`config.mk`:
```
export PLATFORM = sky130hd
export DESIGN_NAME = uart_receiver
export DESIGN_NICKNAME = d
export VERILOG_FILES = /design/src/rtl/uart_pkg.sv /design/src/rtl/sync2.sv /design/src/rtl/uart_receiver.sv
export SDC_FILE = /design/constraint.sdc
export NUM_CORES = 1
export LEC_CHECK = 0
export CORE_UTILIZATION = 51
export DETAILED_ROUTE_END_ITERATION = 16
export DONT_BUFFER_PORTS = 1
export GPL_TIMING_DRIVEN = 0
export HOLD_SLACK_MARGIN = 0.05
export PLACE_DENSITY = 0.76
export SYNTH_ARGS = -nofsm -noshare
export SYNTH_HDL_FRONTEND = slang
export SYNTH_HIERARCHICAL = 1
export SYNTH_SLANG_ARGS = --single-unit
```
`constraint.sdc`:
```
create_clock -name sysclk -period 2 [get_ports sysclk]
set_clock_uncertainty 0.2 [all_clocks]
set_input_delay 0.2 -clock sysclk [delete_from_list [all_inputs] [get_ports sysclk]]
set_output_delay 0.2 -clock sysclk [all_outputs]
set_load 0.05 [all_outputs]
```
`src/rtl/uart_pkg.sv`:
```
// uart_pkg
// Shared definitions for the UART receive and transmit paths.
//   UART_CLKS_PER_BIT : sysclk cycles per serial bit (9600 baud at 50 MHz).
//                       The transmit-side baud generator takes its bit period
//                       from this same constant, so both directions agree.
//   UART_DATA_W       : payload width of one frame.
//   uart_state_t      : receiver frame-tracking states.
//   is_busy_state     : true while a frame is actively being received.

package uart_pkg;

    localparam int UART_CLKS_PER_BIT = 5208;
    localparam int UART_DATA_W       = 8;

    typedef enum logic [2:0] {
        IDLE  = 3'd0,
        START = 3'd1,
        DATA  = 3'd2,
        STOP  = 3'd3,
        BREAK = 3'd4
    } uart_state_t;

    // BREAK is deliberately excluded: the frame is over (and already reported
    // as a framing error) while the receiver just waits for the line to rise.
    function automatic logic is_busy_state(input logic [2:0] state);
        return (state == START) || (state == DATA) || (state == STOP);
    endfunction

endpackage

```
`src/rtl/sync2.sv`:
```
// sync2
// Generic two-flop synchronizer for a single asynchronous input bit.
// Used for the UART rx pin as well as switches and buttons.
// Ports:
//   clk   : destination clock
//   reset : synchronous, active-high; both flops load RESET_VALUE
//   d     : asynchronous input
//   q     : synchronized output, two clk edges behind d
// Parameters:
//   RESET_VALUE : value both flops take in reset (idle level of the input)

module sync2 #(
    parameter logic RESET_VALUE = 1'b1
) (
    input  logic clk,
    input  logic reset,
    input  logic d,
    output logic q
);

    logic meta;

    // First flop may go metastable; the second gives it a full cycle to
    // resolve before anything downstream looks at the value.
    always_ff @(posedge clk) begin
        if (reset) begin
            meta <= RESET_VALUE;
            q    <= RESET_VALUE;
        end else begin
            meta <= d;
            q    <= meta;
        end
    end

endmodule

```
`src/rtl/uart_receiver.sv`:
```
// uart_receiver
// 8N1 UART receive path: recovers frames of 1 start bit, 8 data bits
// (LSB first) and 1 stop bit from the asynchronous rx line, and presents each
// good byte with a one-cycle valid strobe.
// Ports:
//   sysclk      : system clock, all logic on its rising edge
//   reset       : synchronous, active-high
//   rx          : asynchronous serial line, idle high
//   rx_data     : last correctly framed byte; holds until the next good frame
//   rx_valid    : one-cycle pulse, rx_data was just updated
//   frame_error : one-cycle pulse, stop bit was sampled low
//   rx_busy     : high while a frame is in START, DATA or STOP
// Parameters:
//   CLKS_PER_BIT : sysclk cycles per bit, must be at least 4
//
// There is no consumer handshake: a byte whose rx_valid is missed is lost.
// Overrun detection lives in the register wrapper, not here.

module uart_receiver
    import uart_pkg::*;
#(
    parameter int CLKS_PER_BIT = UART_CLKS_PER_BIT
) (
    input  logic                   sysclk,
    input  logic                   reset,
    input  logic                   rx,
    output logic [UART_DATA_W-1:0] rx_data,
    output logic                   rx_valid,
    output logic                   frame_error,
    output logic                   rx_busy
);

    // Timing constants. The start bit is checked half a bit after the edge so
    // that every later sample lands in the middle of its bit.
    localparam int HALF  = CLKS_PER_BIT / 2;
    localparam int CNT_W = $clog2(CLKS_PER_BIT);

    localparam logic [CNT_W-1:0] CNT_HALF_LAST = CNT_W'(HALF - 1);
    localparam logic [CNT_W-1:0] CNT_BIT_LAST  = CNT_W'(CLKS_PER_BIT - 1);
    localparam logic [CNT_W-1:0] CNT_ONE       = CNT_W'(1);
    localparam logic [2:0]       IDX_LAST      = 3'(UART_DATA_W - 1);

    // Frame-tracking states, fixed encodings taken from the shared enum.
    localparam logic [2:0] S_IDLE  = IDLE;
    localparam logic [2:0] S_START = START;
    localparam logic [2:0] S_DATA  = DATA;
    localparam logic [2:0] S_STOP  = STOP;
    localparam logic [2:0] S_BREAK = BREAK;

    logic                   rx_s;
    logic [2:0]             state;
    logic [2:0]             state_next;
    logic [CNT_W-1:0]       cnt;
    logic [2:0]             idx;
    logic [UART_DATA_W-1:0] sh;
    logic [1:0]             flush;
    logic                   armed;
    logic                   half_end;
    logic                   bit_end;

    // Bring the pin into the sysclk domain; idle-high reset value so a
    // freshly reset receiver does not see a phantom start bit.
    sync2 #(
        .RESET_VALUE(1'b1)
    ) u_rx_sync (
        .clk  (sysclk),
        .reset(reset),
        .d    (rx),
        .q    (rx_s)
    );

    assign half_end = (cnt == CNT_HALF_LAST);
    assign bit_end  = (cnt == CNT_BIT_LAST);

    // Next-state decode. Kept separate so rx_busy can be registered from it
    // and therefore track the state register exactly.
    //
    // IDLE only accepts a start bit once the receiver is armed: after reset
    // it must first see the line high. Without this, a reset in the middle
    // of a low data bit would make the synchronizer's 1->0 flush look like a
    // start edge and the tail of the aborted frame would be received as junk.
    always_comb begin
        state_next = state;
        case (state)
            S_IDLE: begin
                if (armed && !rx_s) begin
                    state_next = S_START;
                end
            end
            S_START: begin
                if (half_end) begin
                    state_next = rx_s ? S_IDLE : S_DATA;
                end
            end
            S_DATA: begin
                if (bit_end && (idx == IDX_LAST)) begin
                    state_next = S_STOP;
                end
            end
            S_STOP: begin
                if (bit_end) begin
                    state_next = rx_s ? S_IDLE : S_BREAK;
                end
            end
            S_BREAK: begin
                if (rx_s) begin
                    state_next = S_IDLE;
                end
            end
            default: begin
                state_next = S_IDLE;
            end
        endcase
    end

    // Arming logic. flush marks when the synchronizer has shifted out its
    // reset value (two edges), after which rx_s reflects the real pin. Only
    // a genuine high on the line arms the receiver.
    always_ff @(posedge sysclk) begin
        if (reset) begin
            flush <= 2'b00;
            armed <= 1'b0;
        end else begin
            flush <= {flush[0], 1'b1};
            if (flush[1] && rx_s) begin
                armed <= 1'b1;
            end
        end
    end

    // State, bit timing counter, bit index and shift register. Data enters
    // at the MSB and shifts right, so after eight LSB-first bits the first
    // received bit sits in bit 0.
    //
    // Returning to IDLE at the stop-bit midpoint (rather than at its end)
    // lets a start edge that follows immediately be caught, so back-to-back
    // frames need no idle gap.
    always_ff @(posedge sysclk) begin
        if (reset) begin
            state <= S_IDLE;
            cnt   <= '0;
            idx   <= 3'd0;
            sh    <= '0;
        end else begin
            state <= state_next;
            case (state)
                S_START: begin
                    if (half_end) begin
                        cnt <= '0;
                        idx <= 3'd0;
                    end else begin
                        cnt <= cnt + CNT_ONE;
                    end
                end
                S_DATA: begin
                    if (bit_end) begin
                        cnt <= '0;
                        sh  <= {rx_s, sh[UART_DATA_W-1:1]};
                        if (idx != IDX_LAST) begin
                            idx <= idx + 3'd1;
                        end
                    end else begin
                        cnt <= cnt + CNT_ONE;
                    end
                end
                S_STOP: begin
                    if (bit_end) begin
                        cnt <= '0;
                    end else begin
                        cnt <= cnt + CNT_ONE;
                    end
                end
                default: begin
                    cnt <= '0;
                end
            endcase
        end
    end

    // Output registers. The strobes default low every cycle so each pulse is
    // exactly one cycle wide; they are set in mutually exclusive branches of
    // the stop-bit decision, so they can never be high together. A bad stop
    // bit leaves rx_data holding the last good byte.
    always_ff @(posedge sysclk) begin
        if (reset) begin
            rx_data     <= '0;
            rx_valid    <= 1'b0;
            frame_error <= 1'b0;
            rx_busy     <= 1'b0;
        end else begin
            rx_valid    <= 1'b0;
            frame_error <= 1'b0;
            rx_busy     <= is_busy_state(state_next);
            if ((state == S_STOP) && bit_end) begin
                if (rx_s) begin
                    rx_data  <= sh;
                    rx_valid <= 1'b1;
                end else begin
                    frame_error <= 1'b1;
                end
            end
        end
    end

endmodule

```
==> flow_metrics.env <==
export IMPL_firstDrtPassIters=4
export IMPL_ant_nets=0
export IMPL_antenna_found_initial=0
export IMPL_initial_utilization=0.544
export IMPL_hold_start="u_rx_sync/meta$_SDFF_PP1_"
export IMPL_clock_latency_ns=0.36
export IMPL_fin_tns_setup_ns=0
export IMPL_critPathCaptureType="register"
export IMPL_fin_crit_sh=0.958
export IMPL_setup_viol=0
export IMPL_groute_usage_overall=0.185
export IMPL_ys_types=38
export IMPL_rr_endpoint="idx[1]$_SDFFE_PP0P_"
export IMPL_netSwitchingPower_mw=0.313
export IMPL_slew_headroom=0.652
export IMPL_place_hpwl_microns=2190
export IMPL_finalHoldViolations=0
export IMPL_die_w_microns=62.2
export IMPL_fin_ws_ns=0.0830
export IMPL_cts_clk_slew_worst_paths_ns=0.13
export IMPL_grt_pass1_vias=1294
export IMPL_status="completed"
export IMPL_cp_depth=4
export IMPL_clockPowerShare=0.384
export IMPL_layout_min_cycle_time_ns=1.92
export IMPL_syn_num_nets=203
export IMPL_synth_seq_cells=43
export IMPL_maxCapViolations=0
export IMPL_tightest_slew_ns=0.521
export IMPL_vias=1400
export IMPL_p_leak_nw=0.816
export IMPL_ff2ff_setup_slack_ns=0.08
export IMPL_finalNetCount=214
export IMPL_overflow=0
export IMPL_critPathMaxStageDelay_ns=0.51
export IMPL_slew_viol_final=0
export IMPL_critPathMaxFanout=6
export IMPL_ios=14
export IMPL_holdCritPathClass="register to register"
export IMPL_fmax_ghz=0.522
export IMPL_insertedDiodeCount=0
export IMPL_synthToLayoutAreaGrowth_pct=11.9
export IMPL_yosysSeqAreaShare=0.466
export IMPL_worstReg2RegStart="cnt[4]$_SDFF_PP0_"
export IMPL_worstPathArrival_ns=2.00
export IMPL_syn_area_sq_um=1850
export IMPL_power_internal_mw=1.14
export IMPL_crit_family="simple AND/OR/NAND/NOR gates"
export IMPL_p_seq_frac=0.596
export IMPL_power_density_nw_per_um2=706
export IMPL_vdd_drop_max_mv=0.657
export IMPL_holdPathStages=1
export IMPL_htreeDepth=2
export IMPL_cts_root_buf="clkbuf_4"
export IMPL_reg2reg_depth=4
export IMPL_final_cell_mix="dfxtp_1, nor2_1, mux2i_1"
export IMPL_grt_pass1_wl_microns=5620
export IMPL_cp_required_ns=2.08
export IMPL_gp_congestion=0.876
export IMPL_fp_dieH_microns=62.2
export IMPL_cts_buffer_depth=2
export IMPL_worstPathCellList="and4bb_2, nand4_1, or4_1, a31oi_1"
export IMPL_wl_microns=3300
export IMPL_drive_above_1_share=0.134
export IMPL_post_drt_via_cell_ratio=5.49
export IMPL_grt_max_degree=16
export IMPL_drt_iter0_drc=59
export IMPL_combPwrFrac=0.019
export IMPL_p_sw_frac=0.215
export IMPL_ys_warn_count=6
export IMPL_wire_per_inst_microns=13.0
export IMPL_numCtsBuffers=5
export IMPL_cts_tree="built"
export IMPL_core_area_sq_um=3390
export IMPL_drcViolationCount=0
export IMPL_clkSinkCount=43
export IMPL_startpoint_type="register"
export IMPL_io_buffer_count=0
export IMPL_avgSynthCellArea_sq_um=9.37
export IMPL_rows=21
export IMPL_cp_slowest_cell="dfxtp_1"
export IMPL_layout_commonest_cell="dfxtp_1"
export IMPL_p_total_mw=1.46
export IMPL_holdWs_ns=0.235
export IMPL_dp_slack_ns=-0.125
export IMPL_worst_setup_path_type="register to register"
export IMPL_syn_inst=197
export IMPL_path_buf_inv=0
export IMPL_utilization=0.609
export IMPL_die_area_sq_um=3860
export IMPL_worstHoldEndpoint="u_rx_sync/q$_SDFF_PP1_"
flip-flops by register name, indices dropped and copies added (netlist names):
| name | flops |
|---|---|
| cnt | 13 |
| u_rx_sync/meta | 1 |
| sh | 8 |
| frame_error | 1 |
| rx_busy | 1 |
| armed | 1 |
| rx_valid | 1 |
| rx_data | 8 |
| state | 3 |
| flush | 2 |
| u_rx_sync/q | 1 |
| idx | 3 |
how the worst max path moves through the flow:
stage / from / to / slack, ns
5_1_grt: cnt[0]$_SDFF_PP0_ / idx[0]$_SDFFE_PP0P_ / -0.03
6_report: cnt[4]$_SDFF_PP0_ / idx[1]$_SDFFE_PP0P_ / 0.08
3_5_place_dp: cnt[0]$_SDFF_PP0_ / cnt[10]$_SDFF_PP0_ / -0.13
3_3_place_gp: cnt[0]$_SDFF_PP0_ / cnt[5]$_SDFF_PP0_ / -0.12
2_1_floorplan: cnt[0]$_SDFF_PP0_ / cnt[12]$_SDFF_PP0_ / 0.16
4_1_cts: cnt[0]$_SDFF_PP0_ / cnt[10]$_SDFF_PP0_ / 0.009
cell families (layout without fill, tap and decap cells):
kind of cell               count (synthesis)  in the layout  share of synthesized area
adders and majority gates                  3              3                     0.0203
and+or+nand+nor                           84             84                      0.252
xor gates and xnor gates                  11             11                     0.0522
buffers and inverters                     18             30                     0.0454
AOI/OAI and AO/OA                         21             21                     0.0719
muxes                                     17             17                     0.0922
DFF                                       43             43                      0.466
worst register-to-register path: stages (launching register included):
cell and delay, ns:
dfxtp_1 0.51, and4bb_2 0.36, nand4_1 0.18, or4_1 0.44, a31oi_1 0.17
area by class of cell:
class                           count  area (sq um)
Inverter                            9          33.8
Multi-Input combinational cell    136           935
Sequential cell                    43           866
Fill cell                         278          1330
Clock inverter                      3          47.5
Buffer                              9          50.0
Timing Repair Buffer                4          37.5
Tap cell                           46          57.6
Clock buffer                        5          37.5
through the flow:
stage          cells  cell area (sq um)
3_3_place_gp     243               1900
3_5_place_dp     243               1900
4_1_cts          254               2030
6_report         255               2060
5_1_grt          255               2060
2_1_floorplan    197               1850
synthesized netlist by cell type, drive strengths merged:
master  count  area share
nand4       6       0.024
and4b       1      0.0054
and4bb      4       0.027
o31a        1      0.0047
a311oi      1      0.0047
o21ai       7       0.019
xor2        2      0.0095
dfxtp      43        0.47
inv         9       0.018
o31ai       1      0.0041
nor2       37       0.075
nor4        1      0.0034
nand2b      2      0.0068
ha          3       0.020
nand3       9       0.024
or2         3       0.010
a21bo       1      0.0054
a31oi       7       0.024
clkbuf      4      0.0081
o32ai       1      0.0047
nor2b       4       0.014
mux2i      17       0.092
nand2       5       0.010
nor4bb      1      0.0088
nor4b       2       0.013
xnor2       9       0.043
or4         3       0.012
nor3b       1      0.0041
nor3        5       0.014
a21oi       2      0.0054
buf         5       0.019
metal layers:
layer,vias up,share of wire,GRT usage,routed length (microns)
met3,4,0.063,0.0588,207
met1,647,0.46,0.250,1520
met5,-,0,0,0
met4,0,0.014,0.0959,45
met2,40,0.46,0.262,1530
li1,709,-,-,-
power by group through the flow:
stage | Combinational [mW] | Clock (mW) | Sequential [mW]
4_1_cts | 0.0280 | 0.578 | 0.868
3_5_place_dp | 0.0230 | 0 | 0.887
5_1_grt | 0.0314 | 0.613 | 0.870
3_3_place_gp | 0.0226 | 0 | 0.887
6_report | 0.0283 | 0.560 | 0.869
2_1_floorplan | 0.0178 | 0 | 0.886
what timing repair did:
item,CTS,global route
hold buffers,3,0
pin swaps,1,2
setup endpoints to repair,10,29
setup buffers,0,1
hold endpoints to repair,3,0
gates resized for setup,2,9
Power figures use the tool's default switching activity.
